--- config.mk ---
export PLATFORM = sky130hd
export DESIGN_NAME = control_unit
export DESIGN_NICKNAME = d
export VERILOG_FILES = /design/src/rtl/control_unit.sv
export SDC_FILE = /design/constraint.sdc
export NUM_CORES = 1
export LEC_CHECK = 0
export ABC_CLOCK_PERIOD_IN_PS = 2800
export BUFFER_PORTS_ARGS = -buffer_cell sky130_fd_sc_hd__buf_2
export CORE_MARGIN = 10
export CORE_UTILIZATION = 24
export DETAILED_ROUTE_END_ITERATION = 12
export MAX_ROUTING_LAYER = met4
export PLACE_DENSITY = 0.57
export SKIP_LAST_GASP = 1
export SLEW_MARGIN = 20
export SYNTH_ARGS = -nofsm -noshare
export SYNTH_HDL_FRONTEND = slang
export SYNTH_SLANG_ARGS = --single-unit
--- constraint.sdc ---
create_clock -name clk -period 2.8 [get_ports clk]
set_input_delay 0.7 -clock clk [delete_from_list [all_inputs] [get_ports clk]]
set_output_delay 0.7 -clock clk [all_outputs]
set_load 0.05 [all_outputs]
--- src/rtl/control_unit.sv ---
// Decode, NZCV status register, condition check and sticky fault FSM for the single-cycle ARM subset.
// Optional performance counters are built only when CONTROL_PERF_COUNTERS_EN is defined.
module control_unit (
    input  logic        clk,
    input  logic        rst,
    input  logic [3:0]  cond,
    input  logic [1:0]  op,
    input  logic [5:0]  funct,
    input  logic [3:0]  rd,
    input  logic [3:0]  alu_flags,
    output logic        pc_src,
    output logic        mem_to_reg,
    output logic        mem_write,
    output logic [3:0]  alu_control,
    output logic        alu_src,
    output logic        reg_write,
    output logic [1:0]  reg_src,
    output logic [3:0]  flags,
    output logic        fault,
    output logic [31:0] cycle_count,
    output logic [31:0] retired_count
);

    typedef enum logic {RUN, FAULT} state_t;

    localparam logic [3:0] ALU_ADD = 4'b0000;
    localparam logic [3:0] ALU_SUB = 4'b0001;
    localparam logic [3:0] ALU_AND = 4'b0010;
    localparam logic [3:0] ALU_ORR = 4'b0011;
    localparam logic [3:0] ALU_EOR = 4'b0100;

    state_t state, state_next;
    logic   supported;
    logic   writes_rd;
    logic   is_str;
    logic   is_branch;
    logic   arith_flags;
    logic   cond_ex;
    logic   commit_ok;
    logic   flag_update;
    logic   n_f, z_f, c_f, v_f;

    assign {n_f, z_f, c_f, v_f} = flags;

    always_comb begin
        cond_ex = 1'b0;
        case (cond)
            4'b0000: cond_ex = z_f;
            4'b0001: cond_ex = !z_f;
            4'b0010: cond_ex = c_f;
            4'b0011: cond_ex = !c_f;
            4'b0100: cond_ex = n_f;
            4'b0101: cond_ex = !n_f;
            4'b0110: cond_ex = v_f;
            4'b0111: cond_ex = !v_f;
            4'b1000: cond_ex = c_f && !z_f;
            4'b1001: cond_ex = !c_f || z_f;
            4'b1010: cond_ex = (n_f == v_f);
            4'b1011: cond_ex = (n_f != v_f);
            4'b1100: cond_ex = !z_f && (n_f == v_f);
            4'b1101: cond_ex = z_f || (n_f != v_f);
            4'b1110: cond_ex = 1'b1;
            default: cond_ex = 1'b0;
        endcase
    end

    // Mux selects are decoded unconditionally; only the commit strobes are gated later.
    always_comb begin
        supported   = 1'b0;
        writes_rd   = 1'b0;
        is_str      = 1'b0;
        is_branch   = 1'b0;
        arith_flags = 1'b0;
        alu_control = ALU_ADD;
        alu_src     = 1'b0;
        mem_to_reg  = 1'b0;
        reg_src     = 2'b00;
        case (op)
            2'b00: begin
                alu_src   = funct[5];
                supported = 1'b1;
                writes_rd = 1'b1;
                case (funct[4:1])
                    4'b0100: begin alu_control = ALU_ADD; arith_flags = 1'b1; end
                    4'b0010: begin alu_control = ALU_SUB; arith_flags = 1'b1; end
                    4'b0000: alu_control = ALU_AND;
                    4'b1100: alu_control = ALU_ORR;
                    4'b0001: alu_control = ALU_EOR;
                    4'b1010: begin
                        alu_control = ALU_SUB;
                        arith_flags = 1'b1;
                        writes_rd   = 1'b0;
                        supported   = funct[0];
                    end
                    default: begin
                        supported = 1'b0;
                        writes_rd = 1'b0;
                    end
                endcase
            end
            2'b01: begin
                alu_src    = 1'b1;
                mem_to_reg = funct[0];
                reg_src    = funct[0] ? 2'b00 : 2'b10;
                supported  = (funct[5:1] == 5'b01100);
                writes_rd  = funct[0];
                is_str     = !funct[0];
            end
            2'b10: begin
                alu_src   = 1'b1;
                reg_src   = 2'b01;
                supported = 1'b1;
                is_branch = 1'b1;
            end
            default: supported = 1'b0;
        endcase
    end

    assign commit_ok   = rst && (state == RUN) && supported && cond_ex;
    assign pc_src      = commit_ok && (is_branch || (writes_rd && rd == 4'd15));
    assign reg_write   = commit_ok && writes_rd && (rd != 4'd15);
    assign mem_write   = commit_ok && is_str;
    assign flag_update = commit_ok && (op == 2'b00) && funct[0];
    assign fault       = (state == FAULT);

    always_ff @(posedge clk or negedge rst) begin
        if (!rst) begin
            flags <= 4'b0000;
        end else if (flag_update) begin
            if (arith_flags)
                flags <= alu_flags;
            else
                flags <= {alu_flags[3:2], flags[1:0]};
        end
    end

    always_ff @(posedge clk or negedge rst) begin
        if (!rst)
            state <= RUN;
        else
            state <= state_next;
    end

    always_comb begin
        state_next = state;
        if (state == RUN && !supported)
            state_next = FAULT;
    end

`ifdef CONTROL_PERF_COUNTERS_EN
    logic [31:0] cycle_q;
    logic [31:0] retired_q;

    always_ff @(posedge clk or negedge rst) begin
        if (!rst) begin
            cycle_q   <= 32'd0;
            retired_q <= 32'd0;
        end else if (state == RUN) begin
            cycle_q <= cycle_q + 32'd1;
            if (supported && cond_ex)
                retired_q <= retired_q + 32'd1;
        end
    end

    assign cycle_count   = cycle_q;
    assign retired_count = retired_q;
`else
    assign cycle_count   = 32'd0;
    assign retired_count = 32'd0;
`endif

endmodule

# Word-level counts from Yosys, hierarchy flattened

Cells that the tools add are included.
W data, S select, Z words.

Equal/unequal tests: 26
Reduce and logical (&&, ||, !) cells: 30
Bitwise logic cells: 1
Muxes and demuxes: 15

Operators by type and width:

| operator             | number |
|---|---|
| $eq A4 B4 Y1 const B | 10 |
| $eq A4 B3 Y1 const B | 5 |
| $pmux W1 S15         | 1 |
| $logic_and A1 B1 Y1  | 13 |
| $eq A4 B2 Y1 const B | 3 |
| $pmux W3 S4          | 1 |
| $eq A4 B1 Y1 const B | 2 |
| $logic_not A4 Y1     | 2 |
| $logic_not A1 Y1     | 6 |
| $mux W1              | 6 |
| $pmux W1 S2          | 3 |
| $eq A5 B4 Y1 const B | 1 |
| $reduce_or A5 Y1     | 1 |
| $ne A4 B4 Y1 const B | 1 |
| $pmux W2 S2          | 1 |
| $reduce_or A2 Y1     | 2 |
| $logic_or A1 B1 Y1   | 3 |
| $mux W3              | 1 |
| $pmux W1 S3          | 1 |
| $reduce_or A3 Y1     | 1 |
| $eq A2 B1 Y1 const B | 1 |
| $eq A2 B2 Y1 const B | 1 |
| $logic_not A2 Y1     | 1 |
| $mux W2              | 1 |
| other kinds (4)      | 4 |

Bits in registers: 5

# Longest topological paths before layout

Gate-level depths: netlist of the first run.

Word-level depth: 9
Depth in mapped cells: 8
Depth with buffers taken out: 8

# Worst setup path before layout of the first run

No wires, ideal clock.

Path type: input -> output
Start: input op[0]
End: output reg_write
Path buffers: 0
Data required time: 2.100 ns
Data arrival time: 2.834 ns
Setup slack: -0.734 ns
Cell stages on the path: 7
Cells stage by stage: inv_1 ha_1 a41o_1 a211oi_1 nor2_1 nand2_1 nor3b_1

Cells in the longest elaborated chain, start to end: 6

RTL lines:

| what                                  | RTL line | RTL |
|---|---|---|
| from (decl)                           | 7        | `input logic [1:0] op,` |
| $eq A2 B2 Y1 (tied with other cells)  | 78       | `case (op)` |
| $pmux W1 S3                           | 78       |  |
| $logic_and A1 B1 Y1 (2 in series)     | 119      | `assign commit_ok = rst && (state == RUN) && supported && cond_ex;` |
| $logic_and A1 B1 Y1 (*) (2 in series) | 121      | `assign reg_write = commit_ok && writes_rd && (rd != 4'd15);` |
| to (decl)                             | 16       | `output logic reg_write,` |

Every way passes the cells marked *; elsewhere a longest branch is shown, timed or not.

# Worst setup path in the final report of the first run

Start: input cond[1]
End: output reg_write

Cells in the longest elaborated chain, start to end: 5

RTL lines:

| what                                  | RTL line | RTL |
|---|---|---|
| from (decl)                           | 6        | `input logic [3:0] cond,` |
| $eq A4 B4 Y1 (tied with other cells)  | 47       | `case (cond)` |
| $pmux W1 S15 (*)                      | 47       |  |
| $logic_and A1 B1 Y1 (*)               | 119      |  |
| $logic_and A1 B1 Y1 (*) (2 in series) | 121      |  |

Marked as above.

==> qor.txt, run 1 <==
Status - finished clean
Initial DRT Pass Iterations - 4
RSZ-0062 raised after global routing - true
Worst path required time - 2.10 ns
H-tree levels - 1
CP bufs+invs - 2
Mapped Area - 1129 µm²
Clk sinks - 5
Post-synthesis cell type count - 38
R2R cell count - 6
Longest Clk Path Bufs - 2
WP data arrival - 2.05 ns
Leak Pwr - 0.8348 nW
Crit-path leading delay family - compound AO/OA/AOI/OAI gates
# IOs - 102
NumNets Final - 234
Clock root buffer master - clkbuf_8
FILL cells - 483
Most common cell after layout, fill and taps aside - conb_1
Area after DPL - 1318 µm²
Die X-Extent - 88.58 µm
CP Cell Sequence - buf_12 > nor2b_4 > a2111oi_4 > o31a_1 > a2111o_1 > nand2_2 > nor3b_4 > buf_6
Combinational power share - 0.615
Clock latency on the worst-skew pair - 0.22 ns
Initial DRC count - 12
Grt ovf - 0
Residual DRC - 0
GRT Overall Usage - 0.07831
CTS clk-pin slew, worst paths - 0.03 ns
Slew Viols, Final - 0
Post-route cell area - 1598 µm²
Die area - 7846 µm²
Hold Crit Class - primary input to asynchronous set/reset pin
Number of routed nets with antenna violations - 0
Critical R2R Capture - flags[1]
Die Ht - 88.58 µm
Finish-stage setup viols - 0
Vias in the first global route - 1041
CTS tree - yes
Final wirelength - 3399 µm
Peak VDD IR - 102.3 µV
Delay of the slowest critical-path stage - 0.42 ns
Sequential area share after synthesis - 0.1109
Synth Register Bits - 5
Reg power frac - 0.137
Largest cells by area after synthesis - buf_4 43%, dfrtp_1 11%, ha_1 4.4%, mux2_1 4.0%, nor2b_1 3.9%
RePlAce Congestion - 0.8189
Hold slack - 0.2973 ns
Clock power share - 0.248
Tmin final - 2.753 ns
Crit end category - primary output
Hold buffer count at CTS - 0
Int Pwr - 237.4 µW
Slowest CP cell - a2111o_1
IO Port Bufs - 36
Global-route wire length before repair - 4774 µm
Synth warn - 0
Synthesized instance count - 143
Critical path class - primary input to primary output
# diodes - 0
Switching power - 297.5 µW
Vias - 1005
Crit Reg-Reg Startpoint - flags[0]
Critical path launch point type - primary input
Hold Vio Cnt, Final - 0
Sw Share - 0.5562
Drt wl/cell - 13.12 µm
Antenna violations before repair - 0
Number of cells on the critical path - 8
Most frequent cells in the layout - 65 x conb_1, 29 x buf_2, 28 x buf_4, 5 x buf_6
DP HPWL - 2925 µm
Avg Cell Area, Syn - 7.892 µm²
Pwr dens - 334.8 nW/µm²
Largest area contributor in the synthesized netlist - buf_4
Clock Skew - 0.001580 ns
Rows - 24
Largest net degree at the start of global routing - 10
Inserted Clock Buffers - 3
Max frequency - 0.3632 GHz
Yosys top cell area share - 0.4324
Setup WS post-layout - 0.04698 ns
Fraction of layout cells with a size suffix above 1 - 0.4686
Pre-CTS WS - -0.1355 ns
Maxcap violations - 0
Layout area overhead - 41.57%
R2R Setup Slk - 0.69 ns
Worst-path fanout max - 7
Initial Util - 0.2539
Core region area - 4444 µm²
Final Cycle Share - 0.9832
Vias per std cell - 3.880
## synth_stat cells
master and number:
nor4b_1 1, xor2_1 1, and3_2 1, nor3b_2 1
o211ai_1 1, a211oi_1 2, and3_1 1, a41o_1 1
a2111o_1 1, xnor2_1 1, nand2_1 5, nor3_1 1
inv_1 3, nand4_1 3, nor2b_1 7, a22o_1 1
nand2b_1 3, o22ai_1 2, mux2i_1 1, a21o_1 1
a21oi_1 2, nor2_1 6, o2bb2ai_1 2, mux2_2 1
buf_2 3, nand3_1 1, and4_1 1, mux2_1 4
or2_2 1, nand3b_1 2, o31a_1 1, buf_4 65
ha_1 4, nor3b_1 4, and2_1 1, dfrtp_1 5
a2111oi_0 1, conb_1 1
## sequential cells by signal, summed over array words and instances, names as in the netlist
register and flops:
flags 4, fault 1
## worst max path at each step
stage | startpoint | to
2_1_floorplan | op[0] | reg_write
3_3_place_gp | op[1] | reg_write
3_5_place_dp | funct[4] | reg_write
4_1_cts | cond[3] | mem_write
5_1_grt | funct[3] | reg_write
6_report | cond[1] | reg_write
## layout make-up
class / instances / area [µm²] / area share
Timing Repair Buffer: 64 / 451.7 / 0.2827
Tap cell: 52 / 65.06 / 0.04072
Sequential cell: 5 / 127.6 / 0.07987
Inverter: 3 / 13.76 / 0.008614
Multi-Input combinational cell: 131 / 894.6 / 0.5599
Clock buffer: 4 / 45.04 / 0.02819
## routing by layer
layer  up-vias  share of wire  routed length [µm]  global-route usage
met4         0          0.016                  55             0.03524
met2        65           0.49                1650              0.1279
met5         -              0                   0                   -
li1        479              -                   -                   -
met1       456           0.39                1330             0.08901
met3         5           0.11                 363             0.01838
## cells by family after synthesis
family | after synthesis | share of synthesized area
flops | 5 | 0.1109
fa+ha+maj | 4 | 0.04435
buf+inv | 71 | 0.4557
simple gates | 39 | 0.2073
compound gates | 15 | 0.1042
mux | 6 | 0.05876
xor+xnor | 2 | 0.01552
other cells | 1 | 0.003323
## metrics by stage
step                      cells  setup TNS, ns  power (mW)    util
after floorplan             207        -0.1695      0.3875       -
after global placement      251        -0.2763      0.3703  0.2965
after detailed placement    251        -0.3197      0.3712  0.2965
after CTS                   255       -0.06509      0.5127  0.3150
after global routing        259       -0.01901      0.5635  0.3595
final                       259              0      0.5350  0.3595
## timing repair
action | CTS | global route
setup endpoints to repair | 3 | 3
resized for setup | 10 | 41
pin swaps | 2 | 14
buffers inserted | 0 | 4
## power by group through the flow
| stage | Sequential (mW) | Clock [mW] | Combinational [mW] |
|---|---|---|---|
| floorplan | 0.0748 | 0 | 0.313 |
| global placement | 0.0740 | 0 | 0.296 |
| detailed placement | 0.0741 | 0 | 0.297 |
| CTS | 0.0732 | 0.139 | 0.301 |
| global route | 0.0732 | 0.145 | 0.346 |
| finish | 0.0732 | 0.133 | 0.329 |
(Power assumes the default switching activity.)
==> inputs of run 2 (changes only) <==
--- a/config.mk
+++ b/config.mk
@@ -5,13 +5,14 @@
 export SDC_FILE = /design/constraint.sdc
 export NUM_CORES = 1
 export LEC_CHECK = 0
+export ABC_AREA = 1
 export ABC_CLOCK_PERIOD_IN_PS = 2800
 export BUFFER_PORTS_ARGS = -buffer_cell sky130_fd_sc_hd__buf_2
 export CORE_MARGIN = 10
 export CORE_UTILIZATION = 24
 export DETAILED_ROUTE_END_ITERATION = 12
 export MAX_ROUTING_LAYER = met4
-export PLACE_DENSITY = 0.57
+export PLACE_DENSITY = 0.55
 export SKIP_LAST_GASP = 1
 export SLEW_MARGIN = 20
 export SYNTH_ARGS = -nofsm -noshare
==> run 2 against run 1 <==
  * Count of clock-buffer cells in the layout fell by 1
  * Clock skew grew 0.0030 ns
  * Critical path depth up 2
  * Via count increased by 9.4%
  * Non-clock buffer count is 15 lower
  * Fmax up 1.4%
  * Sequential share of layout area increased by 0.28 points
  * Global-route usage decreased by 0.31 points
  * Clock power barely moved
  * Routed wire length stayed put
  * Critical path type unchanged
  * Largest cell class unchanged
  * Largest power group unchanged
==> qor.txt, run 2 <==
Critical path class - primary input to primary output
Combinational power share - 0.593
Slew Viols, Final - 0
# diodes - 0
Leak Pwr - 0.9020 nW
Crit end category - primary output
Tmin final - 2.714 ns
Synth warn - 0
Clock root buffer master - clkbuf_8
Drt wl/cell - 10.59 µm
Hold Crit Class - primary input to asynchronous set/reset pin
Initial DRT Pass Iterations - 4
Number of routed nets with antenna violations - 0
Crit path from - op[0]
Maxcap violations - 0
Clock power share - 0.265
Critical R2R Capture - flags[2]
WP data arrival - 2.01 ns
Finish-stage setup viols - 0
Number of cells on the critical path - 10
Clock Skew - 0.004586 ns
FILL cells - 584
Worst path required time - 2.10 ns
Inserted Clock Buffers - 3
Hold slack - 0.2897 ns
CTS clk-pin slew, worst paths - 0.04 ns
RSZ-0062 raised after global routing - true
Pwr dens - 338.6 nW/µm²
Post-synth top cells - 65 x buf_4, 45 x nand2_1, 24 x inv_1, 19 x nor2_1, 12 x nand3_1
Crit-path leading delay family - buffers and inverters
Int Pwr - 210.3 µW
Ys flop type - dfrtp_1
Vias in the first global route - 1104
Residual DRC - 0
CP Cell Sequence - buf_8 > buf_6 > buf_4 > ha_1 > inv_1 > nand3_4 > inv_4 > nand2_8 > nor3_4 > buf_6
Longest Clk Path Bufs - 2
Avg Cell Area, Syn - 6.070 µm²
RePlAce Congestion - 0.7982
Mapped Area - 1226 µm²
Global-route wire length before repair - 5085 µm
Worst path most repeated cell - buf_6
Synth Register Bits - 5
R2R Setup Slk - 1.09 ns
Max FFs per register - 4
Slowest CP cell - ha_1
Most frequent cells in the layout - 65 x conb_1, 45 x nand2_1, 31 x buf_2, 21 x inv_1, 18 x nor2_1
Top-count cell post-synth - buf_4
Hold Vio Cnt, Final - 0
Vias - 1099
Most flops, register - flags
Antenna violations before repair - 0
Die X-Extent - 91.48 µm
CP bufs+invs - 6
Clk sinks - 5
Number of flops mapped to enable cells by yosys - 0
Core region area - 4848 µm²
Delay of the slowest critical-path stage - 0.22 ns
Grt ovf - 0
Largest net degree at the start of global routing - 7
Rows - 25
Async set or reset register ratio after synthesis - 1.000
# IOs - 102
Post-synthesis cell type count - 20
Hold buffer count at CTS - 0
Worst-path fanout max - 4
Largest area contributor in the synthesized netlist - buf_4
Total power - 512.7 µW
Die Ht - 91.48 µm
Most common cell after layout, fill and taps aside - conb_1
Initial Util - 0.2529
Reg power frac - 0.142
Worst Setup EP - mem_write
Initial DRC count - 27
Crit Reg-Reg Startpoint - flags[3]
Clock latency on the worst-skew pair - 0.23 ns
Sw Share - 0.5899
R2R cell count - 15
IO Port Bufs - 36
Largest cells by area after synthesis - buf_4 40%, nand2_1 14%, dfrtp_1 10%, inv_1 7.3%, nor2_1 5.8%
Layout area overhead - 23.47%
Vias per std cell - 3.424
Sequential area share after synthesis - 0.1020
Status - finished clean
GRT Overall Usage - 0.07519
Max frequency - 0.3685 GHz
Die area - 8368 µm²
DP HPWL - 3056 µm
Critical path launch point type - primary input
NumNets Final - 281
Yosys top cell area share - 0.3980
Peak VDD IR - 114.3 µV
Switching power - 302.4 µW
Synthesized instance count - 202
Fraction of layout cells with a size suffix above 1 - 0.3031
Final wirelength - 3399 µm
CTS tree - yes
H-tree levels - 1
Final Cycle Share - 0.9692
[run 2: cell types whose count changed after synthesis, moves of 4 or more]
cell     previous run  this run
nand2_1             5        45
nand3_1             1        12
nor2b_1             7         0
inv_1               3        24
nor2_1              6        19
mux2_1              4         0
nor3b_1             4         0
[run 2: cell type report]
type | count | area, µm² | area share
Multi-Input combinational cell | 168 | 830.8 | 0.5488
Timing Repair Buffer | 49 | 312.8 | 0.2066
Sequential cell | 5 | 125.1 | 0.08264
Inverter | 28 | 115.1 | 0.07603
Tap cell | 67 | 83.83 | 0.05537
Clock buffer | 3 | 41.29 | 0.02727
Clock inverter | 1 | 5.005 | 0.003306
[run 2: stage by stage]
| step | cell area (µm²) | setup TNS [ns] | std cells | worst slack (ns) | util |
|---|---|---|---|---|---|
| 2_1_floorplan | 1504 | 0 | 266 | 0.1136 | - |
| 3_3_place_gp | 1355 | -0.02147 | 314 | -0.01687 | 0.2795 |
| 3_5_place_dp | 1355 | -0.1225 | 314 | -0.05864 | 0.2795 |
| 4_1_cts | 1418 | 0 | 319 | 0.01904 | 0.2924 |
| 5_1_grt | 1514 | -0.04953 | 321 | -0.04953 | 0.3123 |
| 6_report | 1514 | 0 | 321 | 0.08630 | 0.3123 |
[run 2: power groups by stage]
stage	registers, mW	clock network (mW)	logic, mW
after global placement	0.0736	0	0.289
after global routing	0.0725	0.148	0.322
after detailed placement	0.0736	0	0.289
after floorplan	0.0736	0	0.317
final	0.0726	0.136	0.304
after CTS	0.0726	0.139	0.290
[run 2: worst reg2reg max path, delay by kind of cell, from the launching register on]
family / cells / cell delay (ns)
flops: 1 / 0.41
simple gates: 11 / 0.81
compound gates: 1 / 0.07
buf+inv: 3 / 0.34
[run 2: kinds of logic (layout without fill, tap and decap cells)]
kind of cell / after synthesis / in the layout / synth area share
AO/OA/AOI/OAI: 8 / 8 / 0.04184
adder cells (fa/ha/maj): 4 / 4 / 0.04082
buffers and inverters: 93 / 81 / 0.4837
flip-flops: 5 / 5 / 0.1020
other: 1 / 65 / 0.003058
AND/OR/NAND/NOR: 91 / 91 / 0.3286
[run 2: how the worst min path moves through the flow]
stage / slack, ns / cells after the start / startpoint / endpoint
2_1_floorplan: 0.40 / 0 / rst / fault
3_3_place_gp: 0.49 / 2 / fault / fault
5_1_grt: 0.29 / 1 / rst / fault
6_report: 0.29 / 1 / rst / fault
3_5_place_dp: 0.48 / 2 / fault / fault
4_1_cts: 0.29 / 1 / rst / fault
[run 2: what timing repair did]
action / CTS / global route
endpoints found under the setup margin: 3 / 3
setup buffers: 1 / 2
pin swaps: 1 / 8
gates resized for setup: 4 / 21
[run 2: per-layer routing]
| metal | GRT usage | share of wire | up-vias |
|---|---|---|---|
| li1 | - | - | 584 |
| met1 | 0.07514 | 0.39 | 454 |
| met2 | 0.1238 | 0.51 | 56 |
| met3 | 0.02798 | 0.081 | 5 |
| met4 | 0.04308 | 0.021 | 0 |
| met5 | - | 0 | - |
==> inputs of run 3 (changes only) <==
--- a/config.mk
+++ b/config.mk
@@ -6,13 +6,13 @@
 export NUM_CORES = 1
 export LEC_CHECK = 0
 export ABC_AREA = 1
-export ABC_CLOCK_PERIOD_IN_PS = 2800
-export BUFFER_PORTS_ARGS = -buffer_cell sky130_fd_sc_hd__buf_2
+export ABC_CLOCK_PERIOD_IN_PS = 3200
 export CORE_MARGIN = 10
 export CORE_UTILIZATION = 24
 export DETAILED_ROUTE_END_ITERATION = 12
+export DONT_BUFFER_PORTS = 1
 export MAX_ROUTING_LAYER = met4
-export PLACE_DENSITY = 0.55
+export PLACE_DENSITY = 0.38
 export SKIP_LAST_GASP = 1
 export SLEW_MARGIN = 20
 export SYNTH_ARGS = -nofsm -noshare
==> constraint.sdc (replaced) <==
create_clock -name clk -period 3.2 [get_ports clk]
set_input_delay 0.8 -clock clk [delete_from_list [all_inputs] [get_ports clk]]
set_output_delay 0.8 -clock clk [all_outputs]
set_load 0.05 [all_outputs]
==> run 3 against run 2 <==
  * Cell count down 11%
  * Global-route usage down 0.12 points
  * Combinational power is 24% lower
  * Power fell by 20%
  * Setup slack gained 0.28 ns
  * Critical endpoint unchanged
  * Worst hold slack got worse by 0.013 ns
  * Sequential share of layout area up 1.9 points
  * Register-to-register slack better by 0.26 ns
==> qor.txt, run 3 (synthesis gave the netlist of run 2 again) <==
Largest net degree at the start of global routing - 7
Die area - 8368 µm²
Clk sinks - 5
RSZ-0062 raised after global routing - false
# IOs - 102
Tmin final - 2.837 ns
Slew Viols, Final - 0
Setup WS post-layout - 0.3627 ns
Slew HR - 0.6106
Longest Clk Path Bufs - 2
Slew at the pin closest to its max-slew limit - 0.5840 ns
NumNets Final - 245
Core region area - 4848 µm²
Layout area overhead - 0.3062%
Rows - 25
Hold buffer count at CTS - 0
Inserted Clock Buffers - 3
Most frequent cells in the layout - 65 x conb_1, 45 x nand2_1, 24 x inv_1, 18 x nor2_1
Status - finished clean
Crit end category - primary output
Initial DRC count - 23
Grt ovf - 0
Vias per std cell - 3.432
RePlAce Congestion - 0.7546
Setup Fix Bufs, Post-CTS - 0
Max FFs per register - 4
Number of routed nets with antenna violations - 0
Vias in the first global route - 1059
Drt wl/cell - 11.29 µm
Hold Vio Cnt, Final - 0
Critical path launch point type - primary input
R2R Setup Slk - 1.35 ns
Leak Pwr - 0.7493 nW
Fraction of layout cells with a size suffix above 1 - 0.1422
Die X-Extent - 91.48 µm
Initial Util - 0.2529
H-tree levels - 1
Pre-CTS WS - 0.3536 ns
CTS clk-pin slew, worst paths - 0.03 ns
Clock Skew - 0.0003564 ns
Worst-path fanout max - 4
WP data arrival - 2.04 ns
IO Port Bufs - 0
# diodes - 0
Peak VDD IR - 88.84 µV
Clock latency on the worst-skew pair - 0.22 ns
Die Ht - 91.48 µm
Most common cell after layout, fill and taps aside - conb_1
Most flops, register - flags
Post-cts resize count - 0
Final Cycle Share - 0.8867
Antenna violations before repair - 0
Finish-stage setup viols - 0
Global-route wire length before repair - 5030 µm
Hold Crit Class - primary input to asynchronous set/reset pin
Residual DRC - 0
Total power - 408.7 µW
Vias - 978
DP HPWL - 3037 µm
Clock root buffer master - clkbuf_8
Pwr dens - 332.3 nW/µm²
Maxcap violations - 0
Initial DRT Pass Iterations - 4
Critical path class - primary input to primary output
Final wirelength - 3219 µm
Hold slack - 0.2769 ns
GRT Overall Usage - 0.07395
Max frequency - 0.3524 GHz
CTS tree - yes
Worst path required time - 2.40 ns
==> run 3: cell types whose count changed in the layout (fill, tap and decap cells not counted), moves of 2 or more <==
cell	change
buf_2	-31
buf_6	-4
ha_1	+3
inv_1	+3
ha_4	-2
inv_4	-2
nor3_4	-2
==> run 3: power by group <==
group          switching, mW  internal (mW)
Clock                 0.0297         0.0854
Sequential                 0         0.0637
Combinational          0.212         0.0183
==> run 3: metrics by stage <==
step                      cell area [µm²]  setup TNS (ns)  std cells  utilization
after floorplan                      1479        -0.03958        266            -
after global placement               1185               0        281       0.2444
after detailed placement             1185               0        281       0.2444
after CTS                            1230               0        285       0.2537
after global routing                 1230               0        285       0.2537
final                                1230               0        285       0.2537
==> run 3: path summary, 6_finish.rpt <==
| path | depth (start not counted) | end | from |
|---|---|---|---|
| min in group clk | 2 | flags[2] | flags[2] |
| max in group asynchronous | 0 | flags[2] | rst |
| min reg2reg | 2 | flags[2] | flags[2] |
| min | 0 | flags[3] | rst |
| max reg2reg | 13 | flags[2] | flags[0] |
| max | 13 | mem_write | op[0] |
==> run 3: cell type report <==
| class | count | area (µm²) |
|---|---|---|
| inverters | 28 | 105.1 |
| fillers | 585 | 3618 |
| well taps | 67 | 83.83 |
| repair buffers | 13 | 110.1 |
| multi-input cells | 168 | 760.7 |
| clock buffers | 4 | 45.04 |
| flip-flops and latches | 5 | 125.1 |
==> run 3: routing by layer <==
| layer | wire (µm) | track usage | vias up |
|---|---|---|---|
| met3 | 413 | 0.03128 | 4 |
| li1 | - | - | 512 |
| met4 | 41 | 0.03525 | 0 |
| met2 | 1686 | 0.1345 | 52 |
| met1 | 1078 | 0.06438 | 410 |
| met5 | 0 | - | - |
==> run 3: worst max-delay path: stages <==
cell and delay, ns:
inv_1 0.06, ha_1 0.21, inv_1 0.08, nor2_1 0.10, nand2_1 0.05, nand2_1 0.07
inv_1 0.05, nand2_2 0.07, nand3_2 0.06, clkinv_1 0.08, nand2_4 0.07, nor3_2 0.10
buf_4 0.22
